File: src/rtl/ex_mem_seg.sv
// EX/MEM pipeline segment: registers ALU results and control, aligns store data,
// and holds the stage while a variable-latency data-memory access is outstanding.
module ex_mem_seg #(
  parameter int XLEN       = 32,
  parameter int REG_ADDR_W = 5
) (
  input  logic                  clk,
  input  logic                  rst_n,
  input  logic                  en,
  input  logic                  clear,
  input  logic                  ex_valid,
  input  logic [XLEN-1:0]       alu_out_i,
  input  logic [XLEN-1:0]       rs2_data_i,
  input  logic [REG_ADDR_W-1:0] rd_i,
  input  logic                  reg_write_i,
  input  logic                  mem_read_i,
  input  logic [1:0]            store_type_i,
  input  logic [2:0]            load_type_i,
  input  logic [XLEN-1:0]       pc_i,
  input  logic                  mem_ack,
  output logic                  mem_valid_o,
  output logic [XLEN-1:0]       alu_out_o,
  output logic [XLEN-1:0]       wdata_o,
  output logic [3:0]            wbe_o,
  output logic                  mem_req_o,
  output logic [REG_ADDR_W-1:0] rd_o,
  output logic                  reg_write_o,
  output logic                  mem_read_o,
  output logic [2:0]            load_type_o,
  output logic [XLEN-1:0]       pc_o,
  output logic                  stall_out
);

  typedef enum logic {IDLE = 1'b0, WAIT = 1'b1} state_t;

  localparam logic [1:0] ST_NONE = 2'b00;
  localparam logic [1:0] ST_SB   = 2'b01;
  localparam logic [1:0] ST_SH   = 2'b10;

  state_t state;

  function automatic logic [XLEN-1:0] align_wdata(input logic [1:0] st,
                                                  input logic [XLEN-1:0] d);
    logic [XLEN-1:0] r;
    r = d;
    case (st)
      ST_SB:   r = {(XLEN/8){d[7:0]}};
      ST_SH:   r = {(XLEN/16){d[15:0]}};
      default: r = d;
    endcase
    return r;
  endfunction

  function automatic logic [3:0] byte_en(input logic [1:0] st, input logic [1:0] off);
    logic [3:0] r;
    case (st)
      ST_NONE: r = 4'b0000;
      ST_SB:   r = 4'b0001 << off;
      ST_SH:   r = 4'b0011 << {off[1], 1'b0};
      default: r = 4'b1111;
    endcase
    return r;
  endfunction

  // EX-side decode (p0): what would be latched this edge.
  logic            stall_int;
  logic            load_p0;
  logic            bubble_p0;
  logic            is_mem_p0;
  logic [XLEN-1:0] wdata_p0;
  logic [3:0]      wbe_p0;

  // A pending access cannot be killed, so the stall also blocks a flush.
  assign stall_int = (state == WAIT) && !mem_ack;
  assign stall_out = stall_int;
  assign load_p0   = (en || clear) && !stall_int;
  assign bubble_p0 = clear || !ex_valid;
  assign is_mem_p0 = mem_read_i || (store_type_i != ST_NONE);
  assign wdata_p0  = align_wdata(store_type_i, rs2_data_i);
  assign wbe_p0    = byte_en(store_type_i, alu_out_i[1:0]);

  // MEM-side registers (p1) and access FSM.
  always_ff @(posedge clk or negedge rst_n) begin
    if (!rst_n) begin
      state       <= IDLE;
      mem_valid_o <= 1'b0;
      alu_out_o   <= '0;
      wdata_o     <= '0;
      wbe_o       <= 4'b0000;
      mem_req_o   <= 1'b0;
      rd_o        <= '0;
      reg_write_o <= 1'b0;
      mem_read_o  <= 1'b0;
      load_type_o <= '0;
      pc_o        <= '0;
    end else if (load_p0) begin
      if (bubble_p0) begin
        state       <= IDLE;
        mem_valid_o <= 1'b0;
        alu_out_o   <= '0;
        wdata_o     <= '0;
        wbe_o       <= 4'b0000;
        mem_req_o   <= 1'b0;
        rd_o        <= '0;
        reg_write_o <= 1'b0;
        mem_read_o  <= 1'b0;
        load_type_o <= '0;
        pc_o        <= '0;
      end else begin
        state       <= is_mem_p0 ? WAIT : IDLE;
        mem_valid_o <= 1'b1;
        alu_out_o   <= alu_out_i;
        wdata_o     <= wdata_p0;
        wbe_o       <= wbe_p0;
        mem_req_o   <= is_mem_p0;
        rd_o        <= rd_i;
        reg_write_o <= reg_write_i;
        mem_read_o  <= mem_read_i;
        load_type_o <= load_type_i;
        pc_o        <= pc_i;
      end
    end else if ((state == WAIT) && mem_ack) begin
      state     <= IDLE;
      mem_req_o <= 1'b0;
    end
  end

endmodule

File: config.mk
export PLATFORM = sky130hd
export DESIGN_NAME = ex_mem_seg
export DESIGN_NICKNAME = d
export VERILOG_FILES = /design/src/rtl/ex_mem_seg.sv
export SDC_FILE = /design/constraint.sdc
export NUM_CORES = 1
export LEC_CHECK = 0
export BUFFER_PORTS_ARGS = -buffer_cell sky130_fd_sc_hd__buf_2
export CAP_MARGIN = 30
export CORE_UTILIZATION = 25
export CTS_BUF_LIST = sky130_fd_sc_hd__clkbuf_2
export CTS_CLUSTER_DIAMETER = 80
export CTS_CLUSTER_SIZE = 40
export DETAILED_ROUTE_END_ITERATION = 10
export PLACE_DENSITY = 0.52
export SYNTH_ARGS = -nofsm -noshare
export SYNTH_HDL_FRONTEND = slang
export SYNTH_SLANG_ARGS = --single-unit
File: constraint.sdc
create_clock -name clk -period 1.5 [get_ports clk]
set_input_delay 0.3 -clock clk [delete_from_list [all_inputs] [get_ports clk]]
set_output_delay 0.3 -clock clk [all_outputs]
set_load 0.02 [all_outputs]
### Yosys cells after proc, flatten, opt, wreduce, memory -nomap -nowiden

Index checks and enable logic that the tools add are counted.

| word-level totals | value |
|---|---|
| register bits after elaboration | 113 |
| input bits | 114 |
| output and inout bits | 113 |

| operators by class | value |
|---|---|
| reductions and logical operators | 12 |
| equal/unequal tests | 2 |
| mux-type cells | 17 |
| shifts and indexed selects | 2 |

Operators by type and width:

| kind | count |
|---|---|
| two-way mux 32 bit | 3 |
| one-hot mux 32 bit (2 select lines) | 1 |
| one-hot mux 4 bit (3 select lines) | 1 |
| two-way mux 1 bit | 9 |
| two-way mux 5 bit | 1 |
| two-way mux 4 bit | 1 |
| nonzero test 2 bit | 2 |
| left shift 1 x 2 -> 4 bit (first input constant) | 1 |
| left shift 2 x 2 -> 4 bit (first input constant) | 1 |
| logical AND 1 bit | 3 |
| zero test 1 bit | 3 |
| logical OR 1 bit | 3 |
| two-way mux 3 bit | 1 |
| equality test 2 x 1 -> 1 bit (second input constant) | 1 |
| equality test 2 bit (second input constant) | 1 |
| zero test 2 bit | 1 |

### Depth between registers and ports, before layout

| logic depth | value |
|---|---|
| depth after elaboration | 5 |
| gate-level depth with buffers | 6 |
| depth with buffers taken out | 5 |

### Worst setup path before layout

OpenSTA, ideal clock, no wires.

| timing | value |
|---|---|
| path kind | input -> register |
| from | input store_type_i[0] |
| to | register wdata_o[26] |
| slack | 0.019 ns |
| arrival | 1.359 ns |
| required time | 1.378 ns |
| cell stages on the path | 5 |
| cell sequence | inv_1 ha_1 clkbuf_1 or2_2 a32o_1 |

| between the ends | value |
|---|---|
| longest elaborated chain between the ends | 3 |

Ends and longest elaborated chain:

| item | line | RTL |
|---|---|---|
| start, declared | 17 | `input logic [1:0] store_type_i,` |
| equality test 2 bit or equality test 2 x 1 -> 1 bit (tied branches) | 46 | `case (st)` |
| one-hot mux 32 bit (2 select lines) (*) | 46 |  |
| two-way mux 32 bit (*) | 97 | `if (bubble_p0) begin` |
| end signal, assigned | 113 | `wdata_o <= wdata_p0;` |
| end, declared | 23 | `output logic [XLEN-1:0] wdata_o,` |

Mark *: on every way between the ends. The rest lies on a longest branch, timed or not.
A chain may end at the register's enable or synchronous reset.

==> impl_metrics.env <==
export IMPL_multi_input_area_um2=1450
export IMPL_globalRouteTotalUtil_pct=16.3
export IMPL_ys_ff_latch=112
export IMPL_grt_max_degree=57
export IMPL_layout_min_cycle_time_ns=1.61
export IMPL_io_buffers=226
export IMPL_r2r_end="alu_out_o[14]$_DFFE_PN0P_"
export IMPL_chipHeight_um=135
export IMPL_cap_violations=0
export IMPL_period_share_pct=107
export IMPL_synth_nets=445
export IMPL_synth_cell_types=31
export IMPL_grt_overflow_total=0
export IMPL_synth_cells=327
export IMPL_die_area_um2=18300
export IMPL_place_congestion=0.785
export IMPL_hpwl_mm=9.45
export IMPL_timing_final_hold_violations=0
export IMPL_async_flop_share_pct=100
export IMPL_min_path_cells=4
export IMPL_totalPowerFinal_mw=6.19
export IMPL_syn_area_um2=4430
export IMPL_cts_tree="yes"
export IMPL_yosysSeqAreaShare_pct=63.2
export IMPL_final_area_um2=8290
export IMPL_insertion_delay_ns=0.62
export IMPL_worst_pin_slew_ns=0.619
export IMPL_outcome="finished, violations left"
export IMPL_worstSetupPathType="reg2out"
export IMPL_worstPathArrival_ns=1.31
export IMPL_finalSetupViolCount=44
export IMPL_path_cells="nand2b_4 > inv_4 > buf_6"
export IMPL_critPathSlowestCell="dfrtp_1"
export IMPL_r2r_start="mem_req_o$_DFFE_PN0P_"
export IMPL_start_util_pct=25.6
export IMPL_hold_path_end="wdata_o[21]$_DFFE_PN0P_"
export IMPL_antenna_found_initial=0
export IMPL_postSynthAreaPerCell_um2=13.6
export IMPL_grt_pass1_vias=4380
export IMPL_ys_top_cells_by_area="dfrtp_1, a22o_1, a32o_1"
export IMPL_synth_top_area_share_pct=63.2
export IMPL_wl_mm=16.5
export IMPL_clk_path_buf_depth=2
export IMPL_drtAntennaViolNets=0
export IMPL_rsz0062_at_grt="true"
export IMPL_fillers=1528
export IMPL_insertedDiodeCount=0
export IMPL_cp_required_ns=1.20
export IMPL_vias=4382
export IMPL_drcViolationCount=0
export IMPL_ir_drop_mv=0.348
export IMPL_cts_sinks=112
export IMPL_final_util_pct=47.9
export IMPL_io_pins=227
export IMPL_p_leak_nw=4.14
export IMPL_root_buffer="clkbuf_2"
export IMPL_viasPerCell=4.66
export IMPL_rows=48
export IMPL_cp_start_kind="flop"
export IMPL_final_nets=828
export IMPL_dr_pass1_iters=4
export IMPL_finClkSkew_ns=0.0458
export IMPL_setup_tns_ns=-1.09
export IMPL_numCtsBuffers=9
export IMPL_cts_htree_levels=3
export IMPL_chipWidth_um=135
export IMPL_avgRoutedWirePerCell_um=17.5
export IMPL_cpPeakStageDelay_ns=0.48
export IMPL_power_density_nw_per_um2=747
export IMPL_drt_iter0_markers=129
export IMPL_post_dp_cell_area_um2=5880
export IMPL_ys_warn_count=0
export IMPL_max_freq_ghz=0.623
export IMPL_slew_violations=0
export IMPL_area_growth_pct=87.1
export IMPL_final_setup_worst_slack_ns=-0.105
export IMPL_drive_gt1_share_pct=45.0
export IMPL_hold_start="rs2_data_i[21]"
export IMPL_violations="setup timing"
export IMPL_reg2reg_depth=8
export IMPL_synth_top_flop_cell="dfrtp_1"
export IMPL_hold_class="in2reg"
export IMPL_cp_end_kind="output pin"
export IMPL_yosysTopAreaCell="dfrtp_1"
export IMPL_r2r_slack_ns=0.01
export IMPL_grt_pass1_wl_mm=22.9
export IMPL_cp_max_fo=2
export IMPL_slew_limit_headroom_pct=58.6
export IMPL_core_area_um2=17300
export IMPL_synth_edf_count=0
export IMPL_cts_clk_slew_worst_paths_ns=0.31
export IMPL_final_seq_area_um2=2800
-- layer usage --
metal	GRT usage, %	up-vias	part of all wire [%]
li1	-	2010	-
met1	19.7	2192	41
met2	27.5	159	52
met3	3.70	21	5.7
met4	7.24	0	1.9
met5	0	-	0
-- registers in the layout (all words and copies together), names as in the netlist --
register,flops
alu_out_o,32
load_type_o,3
mem_read_o,1
mem_req_o,1
mem_valid_o,1
pc_o,32
rd_o,5
reg_write_o,1
wbe_o,4
wdata_o,32
-- cells in the mapped netlist, drive strengths merged, types with 2 or more instances --
library cell,instances
dfrtp,112
a22o,84
buf,24
or2,17
a32o,16
nand2,10
nor2b,10
o2bb2ai,10
a22oi,8
a31oi,8
clkbuf,7
ha,4
inv,4
o21ai,3
nand2b,2
-- report_power, final --
| part | switching [mW] | internal [mW] | leakage, nW |
|---|---|---|---|
| clock | 1.06 | 0.236 | 0.0564 |
| combinational | 0.730 | 0.883 | 2.55 |
| sequential | 0.110 | 3.17 | 1.53 |
-- repair_timing --
item / 4_1_cts / 5_1_grt
pin swaps: 0 / 3
buffers inserted: 26 / 24
hold buffers: 108 / 0
gates resized for setup: 225 / 3
cloned: 0 / 6
endpoints found under the hold margin: 220 / 0
setup endpoints to repair: 113 / 129
-- worst max path at each step --
stage / start / end / slack [ns]
after global routing: mem_req_o$_DFFE_PN0P_ / stall_out / -0.24
after floorplan: store_type_i[0] / wdata_o[26]$_DFFE_PN0P_ / 0.02
after global placement: store_type_i[0] / wbe_o[1]$_DFFE_PN0P_ / -0.18
after CTS: mem_req_o$_DFFE_PN0P_ / stall_out / -0.19
after detailed placement: store_type_i[0] / wdata_o[16]$_DFFE_PN0P_ / -0.18
final: mem_req_o$_DFFE_PN0P_ / stall_out / -0.11
-- cells in the final DEF, fill, tap and decap left out, drive strengths merged, types with 3 or more instances in the layout --
cell type	instances
a32o	16
or2	17
nand2	10
o21ai	3
clkinvlp	3
a31oi	8
ha	4
nor2b	10
dlygate4sd3	108
a22oi	8
dfrtp	112
clkbuf	14
inv	6
o2bb2ai	10
buf	290
a22o	84
-- critical path, delay by kind of cell, from the launching register on --
family,cells,cell delay (ns)
buffers and inverters,2,0.15
DFF,1,0.48
and+or+nand+nor,1,0.09
-- area by class of cell --
type / instances / share of cell area (%)
clock buffers: 9 / 0.543
clock inverters: 7 / 0.679
inverters: 4 / 0.211
multi-input cells: 180 / 17.5
flip-flops and latches: 112 / 33.8
well taps: 225 / 3.39
repair buffers: 403 / 43.8
-- cells by family (layout without fill, tap and decap cells) --
kind of cell             count (synthesis)  after routing  synth area share, %
AO/OA/AOI/OAI                          132            132                 25.6
flip-flops                             112            112                 63.2
AND/OR/NAND/NOR                         44             44                 5.81
buffers and inverters                   35            423                 4.26
adder cells (fa/ha/maj)                  4              4                 1.13
-- per-stage QoR --
step,hold WS (ns),setup WS [ns],instances
2_1_floorplan,0.00441,0.0194,327
3_3_place_gp,0.118,-0.180,760
3_5_place_dp,0.121,-0.183,760
4_1_cts,0.0175,-0.192,910
5_1_grt,0.0582,-0.240,940
6_report,0.0706,-0.105,940
(Power assumes the default switching activity.)
